## src/rtl/cache_mem_arbiter.sv

```systemverilog
// Shared RAM port arbiter between icache (read-only) and dcache (read/write).
// Define ARB_STATS_EN to add saturating grant/stall statistic counters.
module cache_mem_arbiter #(
    parameter int unsigned DATA_W       = 32,
    parameter int unsigned BLOCK_WORDS  = 2,
    parameter int unsigned HOLD_CYCLES  = 2,
    parameter int unsigned STARVE_LIMIT = 4
) (
    input  logic              CLK,
    input  logic              RST,
    input  logic              iREN,
    input  logic [DATA_W-1:0] iaddr,
    output logic              iwait,
    output logic [DATA_W-1:0] iload,
    input  logic              dREN,
    input  logic              dWEN,
    input  logic [DATA_W-1:0] daddr,
    input  logic [DATA_W-1:0] dstore,
    output logic              dwait,
    output logic [DATA_W-1:0] dload,
    output logic              ram_ren,
    output logic              ram_wen,
    output logic [DATA_W-1:0] ram_addr,
    output logic [DATA_W-1:0] ram_store,
    input  logic [DATA_W-1:0] ram_load,
    input  logic              ram_ready
`ifdef ARB_STATS_EN
    ,
    output logic [15:0]       stat_igrant,
    output logic [15:0]       stat_dgrant,
    output logic [15:0]       stat_istall
`endif
);

    localparam int unsigned CNT_W = 4;
    localparam logic [CNT_W-1:0] LAST_BEAT  = CNT_W'(BLOCK_WORDS - 1);
    localparam logic [CNT_W-1:0] HOLD_MAX   = CNT_W'(HOLD_CYCLES);
    localparam logic [CNT_W-1:0] STARVE_MAX = CNT_W'(STARVE_LIMIT);

    typedef enum logic [1:0] {
        IDLE    = 2'd0,
        SERVE_I = 2'd1,
        SERVE_D = 2'd2,
        D_HOLD  = 2'd3
    } state_t;

    state_t           state;
    logic [CNT_W-1:0] beat_cnt;
    logic [CNT_W-1:0] hold_cnt;
    logic [CNT_W-1:0] starve_cnt;

    logic dreq;
    logic starve_full;
    logic d_win;
    logic i_done;
    logic d_done;
    logic d_read;

    assign dreq        = dREN | dWEN;
    assign d_read      = dREN & ~dWEN;
    assign starve_full = (starve_cnt == STARVE_MAX);
    // icache overrides dcache only once it has been starved long enough
    assign d_win       = dreq & ~(starve_full & iREN);
    assign i_done      = (state == SERVE_I) & iREN & ram_ready;
    assign d_done      = (state == SERVE_D) & dreq & ram_ready;

    // Ownership FSM with beat, hold and starvation counters
    always_ff @(posedge CLK) begin
        if (RST) begin
            state      <= IDLE;
            beat_cnt   <= '0;
            hold_cnt   <= '0;
            starve_cnt <= '0;
        end else begin
            case (state)
                IDLE: begin
                    if (d_win) begin
                        state    <= SERVE_D;
                        beat_cnt <= '0;
                    end else if (iREN) begin
                        state <= SERVE_I;
                    end
                end
                SERVE_I: begin
                    if (!iREN) begin
                        state    <= IDLE;
                        beat_cnt <= '0;
                    end else if (ram_ready) begin
                        state      <= IDLE;
                        starve_cnt <= '0;
                    end
                end
                SERVE_D: begin
                    if (!dreq) begin
                        state    <= IDLE;
                        beat_cnt <= '0;
                    end else if (ram_ready) begin
                        if (iREN && !starve_full) begin
                            starve_cnt <= starve_cnt + CNT_W'(1);
                        end
                        if (beat_cnt == LAST_BEAT) begin
                            beat_cnt <= '0;
                            state    <= IDLE;
                        end else begin
                            beat_cnt <= beat_cnt + CNT_W'(1);
                            hold_cnt <= '0;
                            state    <= D_HOLD;
                        end
                    end
                end
                D_HOLD: begin
                    if (dreq) begin
                        state <= SERVE_D;
                    end else if (hold_cnt == HOLD_MAX) begin
                        beat_cnt <= '0;
                        state    <= IDLE;
                    end else begin
                        hold_cnt <= hold_cnt + CNT_W'(1);
                    end
                end
                default: state <= IDLE;
            endcase
        end
    end

    // RAM strobes and cache handshakes follow the live request of the owner
    always_comb begin
        ram_ren   = 1'b0;
        ram_wen   = 1'b0;
        ram_addr  = '0;
        ram_store = '0;
        iwait     = 1'b1;
        dwait     = 1'b1;
        iload     = '0;
        dload     = '0;
        case (state)
            SERVE_I: begin
                if (iREN) begin
                    ram_ren  = 1'b1;
                    ram_addr = iaddr;
                end
                if (i_done) begin
                    iwait = 1'b0;
                    iload = ram_load;
                end
            end
            SERVE_D: begin
                if (dreq) begin
                    ram_ren   = d_read;
                    ram_wen   = dWEN;
                    ram_addr  = daddr;
                    ram_store = dstore;
                end
                if (d_done) begin
                    dwait = 1'b0;
                    if (d_read) begin
                        dload = ram_load;
                    end
                end
            end
            default: ;
        endcase
    end

`ifdef ARB_STATS_EN
    logic i_win;
    assign i_win = (state == IDLE) & iREN & ~d_win;

    // Saturating usage statistics
    always_ff @(posedge CLK) begin
        if (RST) begin
            stat_igrant <= '0;
            stat_dgrant <= '0;
            stat_istall <= '0;
        end else begin
            if (i_win && (stat_igrant != 16'hFFFF)) begin
                stat_igrant <= stat_igrant + 16'd1;
            end
            if (d_done && (stat_dgrant != 16'hFFFF)) begin
                stat_dgrant <= stat_dgrant + 16'd1;
            end
            if (iREN && iwait && (stat_istall != 16'hFFFF)) begin
                stat_istall <= stat_istall + 16'd1;
            end
        end
    end
`endif

endmodule

```

## config.mk

```make
export PLATFORM = sky130hd
export DESIGN_NAME = cache_mem_arbiter
export DESIGN_NICKNAME = d
export VERILOG_FILES = /design/src/rtl/cache_mem_arbiter.sv
export SDC_FILE = /design/constraint.sdc
export NUM_CORES = 1
export LEC_CHECK = 0
export CORE_AREA = 2 2 103 105
export CTS_BUF_LIST = sky130_fd_sc_hd__clkbuf_4 sky130_fd_sc_hd__clkbuf_8 sky130_fd_sc_hd__clkbuf_16
export CTS_CLUSTER_SIZE = 16
export DETAILED_ROUTE_END_ITERATION = 12
export DIE_AREA = 0 0 105 107
export PLACE_DENSITY_LB_ADDON = 0.25
export SYNTH_ARGS = -nofsm -noshare
export SYNTH_HDL_FRONTEND = slang
export SYNTH_SLANG_ARGS = --single-unit
```

## constraint.sdc

```tcl
create_clock -name CLK -period 2 [get_ports CLK]
set_input_delay 0.4 -clock CLK [delete_from_list [all_inputs] [get_ports CLK]]
set_output_delay 0.4 -clock CLK [all_outputs]
set_load 0.02 [all_outputs]
```

==> impl_metrics.ini <==
[outcome]
status = finished with violations
violations = setup timing

[grt]
grt_start_max_net_pins = 39
grt_usage_pct = 23.4
first_global_vias = 3833
grt_pass1_wl_mm = 20.7
antenna_found_initial = 0
overflow = 0

[synth]
synthTopCellsByArea = and2_1 19%, dfxtp_1 13%, a22oi_1 11%
avgSynthCellArea_sq_um = 7.01
syn-cell-area_sq_mm = 0.00223
seq_area_frac_synth_pct = 12.6
synth_cells = 318
synthTopCellsByCount = 66 x and2_1, 34 x and3_1, 34 x nor2b_1
synth_seq_cells = 14
synth_top_area_share_pct = 18.5
ys.flop_type = dfxtp_1
synth_edf_count = 0
syn_nets = 463
synth_top_area_cell = and2_1
ys_async_sr_fraction_pct = 0
yosys_warnings = 0
ys_types = 47
post-synth-top-count-cell = and2_1

[clocking]
cts_tree = built
cts.path.max_buffers = 2
ctsHtreeMaxLevel = 1
cts.clk_slew.worst_paths_ps = 60
clock-sinks = 14
cts_root_buf = clkbuf_8
numCtsBuffers = 3
clk_latency_ps = 250

[worst_setup_path]
critical_path_required_ps = 1600
critPathKind = reg -> out
crit_top_cell = buf_6
cp_cell_sequence = buf_6 > ha_4 > and2_4 > buf_12 > buf_16 > a22oi_2 > nor2b_4 > buf_6
crit_slowest_cell = dfxtp_4
cp-end-kind = primary output
crit_arrival_ps = 1730
slowest_delay_ps = 360
crit_fanout = 5
startpoint_type = flip-flop

[pwr]
powerDensity_mw_per_mm2 = 669
p_leak_nw = 2.74
ir_worst_vdd_v = 0.000489

[layout]
final_cells = 766
syn2layout_area_growth_pct = 192
num-nets-final = 775
drive_above_1_share_pct = 53.4
fillers = 862

[timing]
fin_ws_ps = -127
fmax_mhz = 470
rsz0062_at_grt = true
hold_violations = 0
post-route-min-period_ps = 2130
tightest_slew_ps = 464
max_slew_margin_pct = 69.0
skew_ps = 1.16
slew_violations = 0
finalCritPeriodShare_pct = 106
finalSetupViolCount = 97
fin_setup_tns_ps = -5630
hold_slack_ps = 501

[place]
dp.cells = 721
place_congestion = 0.915
dpl.hpwl_mm = 9.68
io_buffers = 265
post-place-ws_ps = -666

[worst_hold_path]
hold_path_class = reg -> reg

[routing]
drtPass1Iterations = 6
drc = 0
top_layer_used = met4
via_per_inst = 4.89
wirelength_met1_mm = 5.88
wl_per_cell_um = 19.5
drt_iter0_markers = 147
dr_wl_met3_um = 940
num_vias = 3744
ant_nets = 0
dr_wl_met2_mm = 7.69
wl_mm = 14.9

[floorplan]
die_w_um = 105
coreArea_sq_mm = 0.0101
row_count = 37
start_util_pct = 22.1
die_h_um = 107
io_pins = 266
dieArea_sq_mm = 0.0112

[job]
maxCapViolCount = 0
## cell usage in the layout, fill, tap and decap left out, types with 7 or more instances in the layout
cell,netlist,final
a22oi_2,0,32
buf_6,0,92
and2_4,0,39
nor2b_1,34,23
ha_1,11,8
clkdlybuf4s50_1,0,129
nor2b_4,0,11
dfxtp_1,14,12
buf_2,5,17
buf_16,0,10
buf_4,0,63
nand2_1,9,8
inv_1,9,7
and3_4,0,26
and2_1,66,27
and3_1,34,8
buf_12,0,11
a21oi_1,13,12
## what timing repair did
| item | 4_1_cts | 5_1_grt |
|---|---|---|
| gates cloned | 13 | 4 |
| buffers inserted | 17 | 11 |
| hold buffers | 0 | 0 |
| pin swaps | 36 | 33 |
| endpoints found under the setup margin | 132 | 121 |
| resized for setup | 740 | 163 |
## path summary, 6_finish.rpt
check | from | to | slack (ps) | depth (start not counted)
worst max register to register | state[0]$_SDFFE_PP0P_ | beat_cnt[2]$_SDFFE_PP0P_ | 0 | 10
worst min-delay path | beat_cnt[3]$_SDFFE_PP0P_ | beat_cnt[3]$_SDFFE_PP0P_ | 500 | 2
worst max-delay path | state[0]$_SDFFE_PP0P_ | ram_addr[21] | -130 | 8
worst min register to register | beat_cnt[3]$_SDFFE_PP0P_ | beat_cnt[3]$_SDFFE_PP0P_ | 500 | 2
## per-stage QoR
stage	total power, mW	utilization, %	cell area (sq um)
6_report	4.36	64.5	6510
3_5_place_dp	2.77	51.7	5220
2_1_floorplan	1.55	-	2230
4_1_cts	3.99	58.3	5880
5_1_grt	4.55	64.5	6510
3_3_place_gp	2.76	51.7	5220
## critical path: cells and delay by family (launching register included)
family                   cells  cell delay, ps
buffers and inverters        4             540
flip-flops                   1             360
AND/OR/NAND/NOR              2             230
AO/OA/AOI/OAI                1             200
adder cells (fa/ha/maj)      1             150
## sequential cells by signal (all words and copies together), names as in the netlist
signal      cells
beat_cnt        4
starve_cnt      4
hold_cnt        4
state           2
## final cells by class
cell class,instances,area [sq um],share of cell area [%]
repair buffers,336,3610,55.4
clock buffers,4,55.1,0.845
diodes,1,2.50,0.0384
inverters,10,42.5,0.653
flip-flops and latches,14,288,4.42
multi-input cells,265,2350,36.0
well taps,136,170,2.61
## layer usage
metal  vias to the layer above  global-route usage [%]
met5                         -                       0
met4                         0                    7.62
met3                        32                    4.98
met2                       162                    42.1
met1                      1776                    27.4
li1                       1774                       -
## power breakdown
part | internal, mW | total, mW | switching, mW | leakage, nW
clock network | 0.175 | 0.289 | 0.115 | 0.0288
registers | 0.308 | 0.339 | 0.0308 | 0.115
logic | 2.13 | 3.73 | 1.60 | 2.60
total | 2.61 | 4.36 | 1.75 | 2.74
## cell families (layout without fill, tap and decap cells)
family | after synthesis | after routing | synth area share [%]
AO/OA/AOI/OAI | 75 | 75 | 24.4
adder cells (fa/ha/maj) | 11 | 11 | 6.18
buffers and inverters | 39 | 350 | 6.85
flip-flops | 14 | 14 | 12.6
other | 0 | 1 | 0
AND/OR/NAND/NOR | 179 | 179 | 50.0
Power figures use the tool's default switching activity.
==> RTL edit 1 (same flow settings) <==
Compare `starve_cnt` against `STARVE_MAX` with >= in place of ==.
--- a/src/rtl/cache_mem_arbiter.sv
+++ b/src/rtl/cache_mem_arbiter.sv
@@ -60,3 +60,3 @@
     assign d_read      = dREN & ~dWEN;
-    assign starve_full = (starve_cnt == STARVE_MAX);
+    assign starve_full = (starve_cnt >= STARVE_MAX);
     // icache overrides dcache only once it has been starved long enough
Formal check against the unedited RTL: no difference found for any inputs over 4 cycles, from zero or initial values and one cycle with RST high; that may be too few to reach the edited logic, so the function may still have changed.
==> RTL edit 1 against the original RTL <==
The flow still finishes with violations (negative setup slack); total power down 25%; count of clock-buffer cells in the layout unchanged; area after synthesis down 5.1%; hold slack worse by 0.019 ns; wire length down 14%; setup slack better by 0.059 ns; sequential cell count unchanged; final area down 13%; critical path type unchanged; critical endpoint is now ram_addr[17].
==> RTL edit 1: results (changes against the original RTL) <==
Final layout
  • Share of cells above drive strength 1: 46.8% (was 53.4%)
  • N_diodes: 0 (was 1)
  • Final Net Count: 739 (was 775)

Critical path
  • Critical path fanouts, max: 7 (was 5)
  • Slowest stage delay, CP: 0.33 ns (was 0.36 ns)
  • Crit-path slowest cell: dfxtp_2 (was dfxtp_4)

STA
  • Skew final: 0.00291 ns (was 0.00116 ns)
  • Rel. slew slack: 68.7% (was 69.0%)
  • Final Setup Violations: 71 (was 97)
  • Final worst slack: -0.0678 ns (was -0.127 ns)
  • Setup TNS: -2.13 ns (was -5.63 ns)

Drt
  • Vias per cell: 4.69 (was 4.89)
  • Router iterations before antenna repair: 4 (was 6)
  • Via count: 3425 (was 3744)

Logic synthesis
  • Avg Cell Area, Syn: 7.05 um2 (was 7.01 um2)
  • Mapped Nets: 444 (was 463)
  • Seq/Total Area, Yosys: 13.2% (was 12.6%)
  • Cell variety after synth: 46 (was 47)
  • Commonest cells post-synth: and2_1 (66), nor2b_1 (34), a22oi_1 (32), and3_1 (32), clkbuf_1 (23) (was and2_1 (66), and3_1 (34), nor2b_1 (34), a22oi_1 (32), clkbuf_1 (24))

Place
  • Pre-CTS WS: -0.694 ns (was -0.666 ns)
  • Placed Cells incl. Taps: 708 (was 721)
  • Area after DPL: 5200 um2 (was 5220 um2)

GRT
  • Largest net degree at the start of global routing: 37 (was 39)
  • GR Layer Usage met3: 5.41% (was 4.98%)
  • Initial antenna violation count: 1 (was 0)
  • Met1 usage: 22.7% (was 27.4%)
  • M2 GR Usage: 38.0% (was 42.1%)

Status
  • Failing checks: negative setup slack (unchanged)
  • Outcome: finished, violations left (unchanged)

Power
  • Max VDD drop: 0.000275 V (was 0.000489 V)
  • Leak: 2.48 nW (was 2.74 nW)

Clocking
  • Post-cts sizing count: 611 (was 740)
RTL edit 1: cell count changes in the layout (fill, tap and decap cells not counted), sizes merged, moves of 3 or more:
cell,before,now
nand4,5,0
dlygate4sd2,5,2
a21oi,13,8
buf,196,180
or3,4,1
or4,0,5
RTL edit 1: report_power, final:
| group | total (W) | switching [W] | internal, W |
|---|---|---|---|
| registers | 0.000323 | 0.0000213 | 0.000302 |
| logic | 0.00264 | 0.00120 | 0.00144 |
| clock network | 0.000286 | 0.000112 | 0.000175 |
RTL edit 1: worst paths after layout:
path                       from            end  slack, ns  depth (start not counted)
setup / recovery       state[0]   ram_addr[17]      -0.07                          8
hold reg to reg   starve_cnt[3]  starve_cnt[3]       0.48                          1
hold / removal    starve_cnt[3]  starve_cnt[3]       0.48                          1
setup reg to reg    hold_cnt[0]    beat_cnt[1]       0.03                          6
RTL edit 1: layer usage:
| layer | vias up | wire [um] |
|---|---|---|
| met4 | 2 | 121 |
| met3 | 14 | 946 |
| li1 | 1653 | - |
| met1 | 1633 | 4730 |
| met2 | 123 | 7070 |
| met5 | - | 16 |
RTL edit 1: logic make-up after synthesis:
| logic type | count (synthesis) | share of synthesized area [%] |
|---|---|---|
| simple gates | 173 | 50.3 |
| compound gates | 66 | 22.3 |
| buf+inv | 35 | 7.27 |
| flops | 14 | 13.2 |
| fa+ha+maj | 10 | 5.91 |
| mux | 2 | 1.01 |
RTL edit 1: layout make-up:
cell class / instances / area [um2] / area share (%)
Tap cell: 136 / 170 / 2.99
Sequential cell: 14 / 285 / 5.01
Timing Repair Buffer: 317 / 3100 / 54.5
Multi-Input combinational cell: 251 / 2040 / 35.9
Inverter: 8 / 35.0 / 0.616
Clock buffer: 4 / 55.1 / 0.968
==> RTL edit 2 (same settings) <==
Made on the original files. `DATA_W`: 32 -> 48.
--- a/src/rtl/cache_mem_arbiter.sv
+++ b/src/rtl/cache_mem_arbiter.sv
@@ -3,3 +3,3 @@
 module cache_mem_arbiter #(
-    parameter int unsigned DATA_W       = 32,
+    parameter int unsigned DATA_W       = 48,
     parameter int unsigned BLOCK_WORDS  = 2,
Interface: changed (8 resized); port bits go from 266 to 394. The function was not compared with the original's and may differ.
==> RTL edit 2 against the original RTL <==
The run now fails in I/O pin placement; area after synthesis is 24% higher.
==> RTL edit 2: results (changes against the original RTL) <==
Logic synthesis
  • Cell variety after synth: 43 (was 47)
  • Avg Cell Area, Syn: 6.74 um2 (was 7.01 um2)
  • Top post-synthesis cells by area: and2_1 (22%), a22oi_1 (13%), nor2b_1 (11%) (was and2_1 (19%), dfxtp_1 (13%), a22oi_1 (11%))
  • Primary FF master, synth: dfxtp_1 (unchanged)
  • Mapped Nets: 619 (was 463)
  • Register bit total from synthesis: 14 (unchanged)
  • Seq/Total Area, Yosys: 10.1% (was 12.6%)
  • Commonest cells post-synth: and2_1 (98), nor2b_1 (49), a22oi_1 (48), and3_1 (48), clkbuf_1 (40) (was and2_1 (66), and3_1 (34), nor2b_1 (34), a22oi_1 (32), clkbuf_1 (24))
  • Synth Warn #: 0 (unchanged)
  • Async S/R FF share, synth: 0% (unchanged)

Status
  • Fail Step: I/O pin placement
  • Err: [ERROR PPL-0024] Number of IO pins (394) exceeds maximum number of available positions (374). Increase the die perimeter from 424.00um to 535.84um.
  • Outcome: aborted with a tool error (was finished, violations left)

Die
  • # rows: 37 (unchanged)
==> RTL edit 2: cell count changes after synthesis, sizes merged, moves of 5 or more <==
cell and delta:
clkbuf +16, a22oi +16, nor2 +5, nand4 -5, and3 +14, a21oi -5
nor2b +15, and2 +32
==> RTL edit 2: cell families after synthesis <==
group / after synthesis / share of synthesized area, %
AND/OR/NAND/NOR: 244 / 54.4
AO/OA/AOI/OAI: 85 / 22.1
flip-flops: 14 / 10.1
multiplexers: 3 / 1.09
adder cells (fa/ha/maj): 11 / 4.98
buffers and inverters: 53 / 7.28
